$ cat config.mk
export PLATFORM = sky130hd
export DESIGN_NAME = regfile_wb_ctrl
export DESIGN_NICKNAME = d
export VERILOG_FILES = /design/src/rtl/regfile_pkg.sv /design/src/rtl/wb_fifo.sv /design/src/rtl/regfile_wb_ctrl.sv
export SDC_FILE = /design/constraint.sdc
export NUM_CORES = 1
export LEC_CHECK = 0
export CORE_MARGIN = 1.5
export CORE_UTILIZATION = 37
export DETAILED_ROUTE_END_ITERATION = 16
export SLEW_MARGIN = 20
export SYNTH_ARGS = -nofsm -noshare
export SYNTH_HDL_FRONTEND = slang
export SYNTH_SLANG_ARGS = --single-unit
export TNS_END_PERCENT = 10
$ cat constraint.sdc
create_clock -name clk -period 7.1 [get_ports clk]
set_input_delay 1.775 -clock clk [delete_from_list [all_inputs] [get_ports clk]]
set_output_delay 1.775 -clock clk [all_outputs]
set_load 0.05 [all_outputs]
$ cat src/rtl/regfile_pkg.sv
// Shared types and sizes for the register-file writeback path.
// Used by wb_fifo and regfile_wb_ctrl.
package regfile_pkg;

  localparam int XLEN       = 19;
  localparam int NREG       = 8;
  localparam int AW         = $clog2(NREG);
  localparam int FIFO_DEPTH = 4;
  localparam int PTR_W      = $clog2(FIFO_DEPTH);
  localparam int CNT_W      = PTR_W + 1;

  typedef logic [AW-1:0]   reg_addr_t;
  typedef logic [XLEN-1:0] reg_data_t;

  typedef struct packed {
    reg_addr_t rd;
    reg_data_t data;
  } wb_entry_t;

endpackage

$ cat src/rtl/wb_fifo.sv
// Two-push / one-pop in-order writeback queue.
// Entries are also exported oldest-first for busy and bypass lookups.
module wb_fifo
  import regfile_pkg::*;
(
  input  logic                             clk,
  input  logic                             reset_n,
  input  logic                             push0,
  input  wb_entry_t                        din0,
  input  logic                             push1,
  input  wb_entry_t                        din1,
  input  logic                             pop,
  output wb_entry_t                        head,
  output logic [CNT_W-1:0]                 count,
  output logic [FIFO_DEPTH-1:0]            ord_valid,
  output wb_entry_t [FIFO_DEPTH-1:0]       ord_ent
);

  wb_entry_t [FIFO_DEPTH-1:0] mem;
  logic [PTR_W-1:0]           rptr;
  logic [PTR_W-1:0]           wptr;

  // push0 always lands ahead of push1 when both fire
  always_ff @(posedge clk or negedge reset_n) begin
    if (!reset_n) begin
      mem   <= '0;
      rptr  <= '0;
      wptr  <= '0;
      count <= '0;
    end else begin
      if (push0)
        mem[wptr] <= din0;
      if (push1)
        mem[wptr + PTR_W'(push0)] <= din1;
      wptr  <= wptr + PTR_W'(push0)
                    + PTR_W'(push1);
      if (pop)
        rptr <= rptr + PTR_W'(1);
      count <= count + CNT_W'(push0)
                     + CNT_W'(push1)
                     - CNT_W'(pop);
    end
  end

  assign head = mem[rptr];

  always_comb begin
    ord_valid = '0;
    ord_ent   = '0;
    for (int k = 0; k < FIFO_DEPTH; k++) begin
      ord_ent[k]   = mem[rptr + PTR_W'(k)];
      ord_valid[k] = CNT_W'(k) < count;
    end
  end

endmodule

$ cat src/rtl/regfile_wb_ctrl.sv
// Writeback controller: queues ALU/load results, retires one write per cycle.
// Define WB_BYPASS_EN to add combinational read forwarding ports.
module regfile_wb_ctrl
  import regfile_pkg::*;
(
  input  logic            clk,
  input  logic            reset_n,
  input  logic            mem_valid_i,
  output logic            mem_ready_o,
  input  reg_addr_t       mem_rd_i,
  input  reg_data_t       mem_data_i,
  input  logic            alu_valid_i,
  output logic            alu_ready_o,
  input  reg_addr_t       alu_rd_i,
  input  reg_data_t       alu_data_i,
`ifdef WB_BYPASS_EN
  input  reg_addr_t       rs1_addr_i,
  input  reg_addr_t       rs2_addr_i,
  input  reg_data_t       rs1_data_i,
  input  reg_data_t       rs2_data_i,
  output reg_data_t       rs1_fwd_o,
  output reg_data_t       rs2_fwd_o,
`endif
  output reg_addr_t       rd_addr_o,
  output logic            wr_en_o,
  output reg_data_t       wr_data_o,
  output logic [NREG-1:0] busy_o
);

  logic [CNT_W-1:0]           count;
  logic [CNT_W-1:0]           free;
  logic                       mem_push;
  logic                       alu_push;
  logic                       pop;
  wb_entry_t                  head;
  logic [FIFO_DEPTH-1:0]      ord_valid;
  wb_entry_t [FIFO_DEPTH-1:0] ord_ent;

  // free is from the registered count; a same-cycle pop earns no credit
  assign free        = CNT_W'(FIFO_DEPTH) - count;
  assign mem_ready_o = free >= CNT_W'(1);
  assign alu_ready_o = mem_valid_i ? (free >= CNT_W'(2))
                                   : (free >= CNT_W'(1));

  assign mem_push = mem_valid_i & mem_ready_o
                  & (mem_rd_i != '0);
  assign alu_push = alu_valid_i & alu_ready_o
                  & (alu_rd_i != '0);
  assign pop      = count != '0;

  wb_fifo u_fifo (
    .clk       (clk),
    .reset_n   (reset_n),
    .push0     (mem_push),
    .din0      ('{rd: mem_rd_i, data: mem_data_i}),
    .push1     (alu_push),
    .din1      ('{rd: alu_rd_i, data: alu_data_i}),
    .pop       (pop),
    .head      (head),
    .count     (count),
    .ord_valid (ord_valid),
    .ord_ent   (ord_ent)
  );

  always_ff @(posedge clk or negedge reset_n) begin
    if (!reset_n) begin
      wr_en_o   <= 1'b0;
      rd_addr_o <= '0;
      wr_data_o <= '0;
    end else begin
      wr_en_o <= pop;
      if (pop) begin
        rd_addr_o <= head.rd;
        wr_data_o <= head.data;
      end
    end
  end

  always_comb begin
    busy_o = '0;
    for (int k = 0; k < FIFO_DEPTH; k++)
      if (ord_valid[k])
        busy_o[ord_ent[k].rd] = 1'b1;
    if (wr_en_o)
      busy_o[rd_addr_o] = 1'b1;
    busy_o[0] = 1'b0;
  end

`ifdef WB_BYPASS_EN
  // oldest-to-youngest scan so the youngest match wins
  function automatic reg_data_t fwd(
    input reg_addr_t                  a,
    input reg_data_t                  rf,
    input logic [FIFO_DEPTH-1:0]      v,
    input wb_entry_t [FIFO_DEPTH-1:0] e,
    input logic                       we,
    input reg_addr_t                  wa,
    input reg_data_t                  wd
  );
    reg_data_t r;
    r = rf;
    if (we && wa == a)
      r = wd;
    for (int k = 0; k < FIFO_DEPTH; k++)
      if (v[k] && e[k].rd == a)
        r = e[k].data;
    if (a == '0)
      r = '0;
    return r;
  endfunction

  assign rs1_fwd_o = fwd(rs1_addr_i, rs1_data_i,
                         ord_valid, ord_ent,
                         wr_en_o, rd_addr_o, wr_data_o);
  assign rs2_fwd_o = fwd(rs2_addr_i, rs2_data_i,
                         ord_valid, ord_ent,
                         wr_en_o, rd_addr_o, wr_data_o);
`endif

endmodule

### Word-level counts from Yosys, hierarchy flattened

Cells that the tools add are included.

* word-level logic and storage cells: 97
* bits in latches: 0
* input bits: 48
* memory bits (read-only): 0
* bits in writable memories: 0
* flip-flop bits (word level): 118
* output and inout port bits: 33
* memories: 0

* $mul: 0
* reductions and logical operators: 10
* equality and inequality tests: 0
* add/sub/neg operators: 9
* muxes and demuxes: 32
* bitwise gates (word level): 8
* div/mod/pow operators: 0
* shift operators: 0
* $lt $le $gt $ge: 24

Operator list (count)
* binary-select mux 22 bit (select 2 bit): 4
* bitwise mux 88 bit: 2
* two-way mux 88 bit: 2
* two-way mux 22 bit: 6
* demux 22 bit (select 2 bit): 2
* two-way mux 8 bit: 5
* OR 8 bit: 4
* < comparator 3 x 4 -> 1 bit (second input constant): 5
* greater-or-equal comparator 3 x 1 -> 1 bit (second input constant): 6
* < comparator 2 x 3 -> 1 bit (second input constant): 6
* demux 1 bit (select 3 bit): 5
* nonzero test 3 bit: 3
* logical AND 1 bit: 7
* adder 3 x 1 -> 3 bit: 2
* < comparator 1 x 3 -> 1 bit (first input constant): 2
* < comparator 2 x 3 -> 1 bit (first input constant): 2
* two-way mux 1 bit: 6
* adder 2 x 1 -> 2 bit: 2
* adder 2 bit (second input constant): 2
* bitwise AND 1 bit: 4
* greater-or-equal comparator 2 x 1 -> 1 bit (second input constant): 2
* greater-or-equal comparator 3 x 2 -> 1 bit (second input constant): 1
* subtractor 3 x 1 -> 3 bit: 1
* subtractor 3 bit (first input constant): 1
* adder 2 x 1 -> 2 bit (second input constant): 1

### Longest topological paths before layout

Gate-level depths: netlist of run 1.

* depth after elaboration: 15
* mapped depth: 11
* gate-level depth less buffers: 11

### By module

A second synthesis of run 1 with hierarchy kept.

* cell total of the unflattened synthesis: 773
* area total of the unflattened synthesis: 8157.8 um^2

Modules (own cells, without submodules)
* wb_fifo: instances 1, cells an instance 658, seq. area each 2377.3 um^2, area each 6802.8 um^2
* regfile_wb_ctrl: instances 1, cells an instance 115, seq. area each 575.6 um^2, area each 1355.0 um^2

### Worst setup path after synthesis of run 1

No wires, ideal clock.

* kind: input to output
* from: input mem_valid_i
* to: output alu_ready_o
* data required time: 5325 ps
* path slack: 2567 ps
* path buffers: 0
* stages on the path: 2
* arrival time: 2758 ps
* cells stage by stage: nor2b_1 > o21ai_1

* word-level cells in the longest chain between the ends: 1

RTL lines
* start: declaration: line regfile_wb_ctrl.sv:8 `input logic mem_valid_i,`
* two-way mux 1 bit: line regfile_wb_ctrl.sv:42 `assign alu_ready_o = mem_valid_i ? (free >= CNT_W'(2))`
* end: declaration: line regfile_wb_ctrl.sv:13 `output logic alu_ready_o,`

Every way passes these cells.

### Worst setup path after layout of run 1

Ends and elaborated chain as after synthesis.

==> metrics, run 1 <==
fin crit period=roughly 5.4 ns; slowest CP cell=clkdlybuf4s50_1; status=complete, no violations; Worst Hold Margin=~0.47 ns; Antenna Cells=0; HP Class=reg -> reg; Total Nets Final=between 600 and 700; Starting Density=0.376; Post-Syn Nets=590; clock slew at reported path FFs=roughly 0.05 ns; GRT Total Usage=0.184; post-cts hold buffer count=0; GR Overflow Total=0; Sink Count=~120; Yosys top cell area share=0.423; Placer Congestion=roughly 0.8; DRC errors left=0; Synth top cells by count=mux2_2 (138), dfrtp_1 (118), nand2_1 (76); CP cell instances=clkdlybuf4s50_1 -> nor2b_1 -> o21ai_1 -> clkdlybuf4s50_1; vias in the first global route=about 5000; Worst Path Arrival=3.60 ns; WS Path Type=in -> out; Syn Inst Count=~530; number of buffers added on ports=just under 80; Routed Antenna Nets=0; postcts setup bufs=0; Seq/Total Area, Yosys=0.423; clk buf depth=2; Max-cap violations=0; crit path launch type=input port; initial drt markers=approximately 200; final wirelength=around 17000 microns; Fin. Hold Viols=0; Final setup viols=0; CTS Root Cell=clkbuf_16; FFs w/ async S/R, synth=1.00; drt first pass iters=5; drt wl/cell=between 15 and 20 microns; skew final=0.0116 ns; Seq cells post-synth=roughly 120; count leader, synth=mux2_2; via/cell ratio=between 5 and 6; number of antenna violations at the first check in global routing=0; slowest cell delay on critical path=0.89 ns; Resized Gates After CTS=0; Synth area leader=dfrtp_1; Finished Core Util=0.463; setup TNS=0 ns; top post-synthesis cells by area=dfrtp_1 (42%), mux2_2 (22%), mux4_2 (10%); Final Cycle Share=0.757; via count=4594; Post-Syn Area per Cell=between 10 and 15 sq um; actual slew at the worst max-slew pin=0.964 ns; CTS tree=yes; Achievable Freq=~190 MHz; Primary FF master, synth=dfrtp_1; Post-synth EDFFs=0; fin cells=between 800 and 900; core area=roughly 19000 sq um; count of cell types in the netlist=43; share of layout cells above drive strength 1=0.416; placed cell count=825; Slew Viols, Final=0; fill cell count=1670; Syn-to-layout area delta=23.1%; hpwl dp=around 11000 microns; Die Y=roughly 140 microns; cts bufs inserted=17; Post-Syn Area=around 7000 sq um; die width=around 140 microns; CP Max Fanout=6; Worst Setup End Kind=output pin; # H-tree levels=4; RSZ-0062 raised after global routing=false; largest net degree at the start of global routing=between 70 and 80; first-pass GRT wire length=roughly 28000 microns; most used cell, CP=clkdlybuf4s50_1; Worst-Skew Late Latency=just over 0.4 ns; die area=a little under 20000 sq um; Yosys Warn Count=0; critical path data required time=between 5 and 6 ns; worst rel slew slack=0.357; I/O pin total=81; Rows=50
-- critical path, delay by kind of cell --
kind / cells / cell delay (ns)
AOI/OAI and AO/OA: 1 / 0.34
and+or+nand+nor: 1 / 0.15
buffers and inverters: 2 / 1.33
-- cells in the final DEF, fill, tap and decap left out, types with 2 or more instances in the layout --
cell             count
dfrtp_2              2
o32ai_1              2
a21oi_1              2
nor2b_1              5
clkbuf_16           17
o22ai_1              2
nand4_1              5
dfrtp_1            116
nand2b_1             8
clkinvlp_4           4
inv_1               10
nand3b_1             3
clkinv_4             2
nor2_1               5
nor4b_2              3
fa_1                 2
clkdlybuf4s50_1     78
bufinv_16            3
ha_1                 9
nand2_1             76
xnor2_1              5
mux2_4              40
mux2_2             138
nor3_1               7
or4_1                3
nand4b_1             3
nor3b_1              3
nor4b_1              2
clkbuf_8             2
buf_4               13
or3_1                4
mux4_2              31
clkinv_2             3
-- layout make-up --
| type | count | area, sq um | share of cell area |
|---|---|---|---|
| inverter | 10 | 37.5 | 0.00437 |
| clock buffer | 20 | 457 | 0.0531 |
| timing repair buffer | 91 | 878 | 0.102 |
| sequential | 118 | 2960 | 0.344 |
| multi-input combinational | 372 | 3820 | 0.445 |
| tap | 234 | 293 | 0.0341 |
| clock inverter | 12 | 153 | 0.0178 |
-- registers in the layout (all words and copies together), names as in the netlist --
name,cells
u_fifo.count,3
wr_en_o,1
u_fifo.wptr,2
wr_data_o,19
u_fifo.rptr,2
u_fifo.mem,88
rd_addr_o,3
-- final timing paths --
| path | start | to | slack, ns | cells past startpoint |
|---|---|---|---|---|
| max | mem_valid_i | alu_ready_o | 1.73 | 4 |
| min | wr_data_o[11] | wr_data_o[11] | 0.47 | 2 |
| max reg2reg | u_fifo.count[0] | u_fifo.mem[1] | 3.63 | 10 |
| min reg2reg | wr_data_o[11] | wr_data_o[11] | 0.47 | 2 |
| max in group asynchronous | reset_n | u_fifo.rptr[0] | 4.40 | 2 |
| min in group asynchronous | reset_n | u_fifo.mem[26] | 1.52 | 1 |
-- layer usage --
metal	global-route usage	part of all wire	wire length (microns)	up-vias
met3	0.0390	0.040	684	15
met2	0.317	0.52	8820	93
met5	0	0	0	-
li1	-	-	-	2102
met4	0.0593	0.010	176	0
met1	0.230	0.43	7390	2384
-- per-stage QoR --
stage	setup WS, ns	instance area (sq um)
after floorplan	2.57	6980
after global placement	1.77	7990
after detailed placement	1.76	7990
after CTS	1.74	8600
after global routing	1.66	8600
final	1.73	8600
-- logic make-up (layout without fill, tap and decap cells) --
family	count (synthesis)	after routing	synth area share
buffers and inverters	41	133	0.0319
AO/OA/AOI/OAI	13	13	0.0131
XOR/XNOR	6	6	0.00753
AND/OR/NAND/NOR	132	132	0.0937
adder cells (fa/ha/maj)	11	11	0.0219
multiplexers	209	209	0.409
other	1	1	0.000537
flip-flops	118	118	0.423
Power of run 1 is not shown: default switching activity piles up to over one toggle a cycle in this logic, so the estimate is an artifact.
==> inputs of run 2 (changes only) <==
==> constraint.sdc (replaced) <==
create_clock -name clk -period 4.4 [get_ports clk]
set_input_delay 1.1 -clock clk [delete_from_list [all_inputs] [get_ports clk]]
set_output_delay 1.1 -clock clk [all_outputs]
set_load 0.05 [all_outputs]
==> metrics, run 2 (synthesized netlist as in run 1, its figures left out) <==
commonest cells after routing, fill and taps aside=mux2_2 (138), dfrtp_1 (116), nand2_1 (76), clkdlybuf4s50_1 (75), mux2_4 (40) (was mux2_2 (138), dfrtp_1 (116), clkdlybuf4s50_1 (78), nand2_1 (76), mux2_4 (40)); combined area of the multi-input logic cells=3820 sq um (unchanged); critical path data required time=3.30 ns (was 5.33 ns); Most flops, register=u_fifo.mem (unchanged); largest net degree at the start of global routing=83 (was 76); WS Path Type=reg -> out (was in -> out); Resized Gates After CTS=0 (unchanged); leading cell type in the layout, fill and taps excluded=mux2_2 (unchanged); GRT Total Usage=0.190 (was 0.184); # H-tree levels=4 (unchanged); Hold Path Stages=2 (unchanged); RSZ-0062 raised after global routing=false (unchanged); Syn-to-layout area delta=22.8% (was 23.1%); family with the most delay on the worst path=buffers and inverters (unchanged); Slew Viols, Final=0 (unchanged); post-cts hold buffer count=0 (unchanged); HP Class=reg -> reg (unchanged); Placer Congestion=0.802 (was 0.783); status=complete, no violations (unchanged); worst rel slew slack=0.483 (was 0.357); Worst R2R Path Depth=11 (was 10); Routed Antenna Nets=0 (unchanged); GR Overflow Total=0 (unchanged); Final setup viols=0 (unchanged); Final Cycle Share=0.952; reg2reg setup slack=1.28 ns (was 3.63 ns); setup TNS=0 ns (unchanged); DRC errors left=0 (unchanged); cts bufs inserted=17 (unchanged); fill cell count=1656 (was 1670); hpwl dp=11400 microns (was 11100 microns); CTS Root Cell=clkbuf_16 (unchanged); worst r2r src=u_fifo.count[0] (unchanged); CP Max Fanout=21 (was 6); share of layout cells above drive strength 1=0.414 (was 0.416); skew final=0.00782 ns (was 0.0116 ns); Achievable Freq=around 240 MHz; slowest CP cell=clkdlybuf4s50_1 (unchanged); postcts setup bufs=0 (unchanged); hold_sp=wr_data_o[13] (was wr_data_o[11]); via/cell ratio=5.33 (was 5.36); first-pass GRT wire length=28200 microns (was 27700 microns); Worst Hold Path EP=wr_data_o[13] (was wr_data_o[11]); vias in the first global route=5024 (was 4974); Sink Count=118 (unchanged); Starting Density=0.376 (unchanged); I/O pin total=81 (unchanged); Max-cap violations=0 (unchanged); Worst Path Arrival=3.09 ns (was 3.60 ns); drt first pass iters=4 (was 5); CTS tree=yes (unchanged); Antenna Cells=0 (unchanged); clock slew at reported path FFs=0.05 ns (about the same); Fin. Hold Viols=0 (unchanged); Worst Setup End Kind=output pin (unchanged); CP cell instances=buf_4 -> mux4_2 -> nor2_1 -> nand2b_1 -> nand4_1 -> clkdlybuf4s50_1 (was clkdlybuf4s50_1 -> nor2b_1 -> o21ai_1 -> clkdlybuf4s50_1); final wirelength=17500 microns (was 17100 microns); clk buf depth=2 (unchanged); actual slew at the worst max-slew pin=0.776 ns (was 0.964 ns); Die Y=140 microns (unchanged); Rows=50 (unchanged); Worst Hold Margin=0.468 ns (about the same); via count=4569 (was 4594); slowest cell delay on critical path=0.82 ns (was 0.89 ns); number of buffer and inverter stages on the critical path=2 (unchanged); Register Area=2960 sq um (unchanged); Worst-Skew Late Latency=0.42 ns (was 0.41 ns); initial drt markers=202 (was 204); die area=19700 sq um (unchanged); number of flip-flops in the largest register=88 (unchanged); number of buffers added on ports=79 (unchanged); Largest regs=u_fifo.mem (88), wr_data_o (19) (unchanged); Worst R2R End=u_fifo.mem[1] (unchanged); crit path launch type=flop (was input port); fin crit period=approximately 4.2 ns; die width=140 microns (unchanged); number of antenna violations at the first check in global routing=0 (unchanged); core area=18600 sq um (unchanged); drt wl/cell=20.4 microns (was 19.9 microns); Total Nets Final=673 (was 669)
==> run 2: cell count changes in the layout (fill, tap and decap cells not counted), sizes merged <==
cell | before | now
clkbuf | 20 | 23
buf | 13 | 18
bufinv | 3 | 2
clkdlybuf4s50 | 78 | 75
clkinvlp | 4 | 0
dlymetal6s2s | 0 | 2
clkinv | 5 | 3
==> run 2: worst max-delay path by stage <==
stage              startpoint              end  cells after the start  slack, ns
3_3_place_gp   u_fifo.rptr[1]        busy_o[1]                      6       0.59
6_report       u_fifo.rptr[1]        busy_o[2]                      6       0.21
4_1_cts        u_fifo.rptr[1]        busy_o[1]                      6       0.11
2_1_floorplan     mem_valid_i  u_fifo.count[2]                      8       0.76
5_1_grt        u_fifo.rptr[0]        busy_o[5]                      5      0.002
3_5_place_dp   u_fifo.rptr[1]        busy_o[1]                      6       0.57
==> run 2: metrics by stage <==
stage | area (sq um) | utilization | std cells | setup WS [ns]
after global placement | 8020 | 0.431 | 829 | 0.588
after detailed placement | 8020 | 0.431 | 829 | 0.571
after global routing | 8580 | 0.462 | 857 | 0.00164
after floorplan | 6980 | - | 531 | 0.760
after CTS | 8570 | 0.461 | 857 | 0.106
final | 8580 | 0.462 | 857 | 0.209
==> run 2: worst register-to-register path, delay by kind of cell, from the launching register on <==
family                     cells  cell delay (ns)
adders and majority gates      3             0.75
and+or+nand+nor                3             0.51
muxes                          1             0.41
xor gates and xnor gates       1             0.12
buffers and inverters          3             0.74
DFF                            1             0.48
==> run 2: final cells by class <==
cell class                 count  area share
clock buffer                  23      0.0557
clock inverter                 5     0.00875
tap                          234      0.0341
inverter                      10     0.00438
multi-input combinational    372       0.446
sequential                   118       0.345
timing repair buffer          95       0.107
==> run 2: metal layers <==
metal	wire length (microns)	part of all wire	global-route usage	vias up
met5	0	0	0	-
met4	260	0.015	0.0593	0
met3	594	0.034	0.0468	26
met2	9000	0.51	0.328	90
met1	7670	0.44	0.233	2353
li1	-	-	-	2100
Power of run 2 is left out for the same reason.
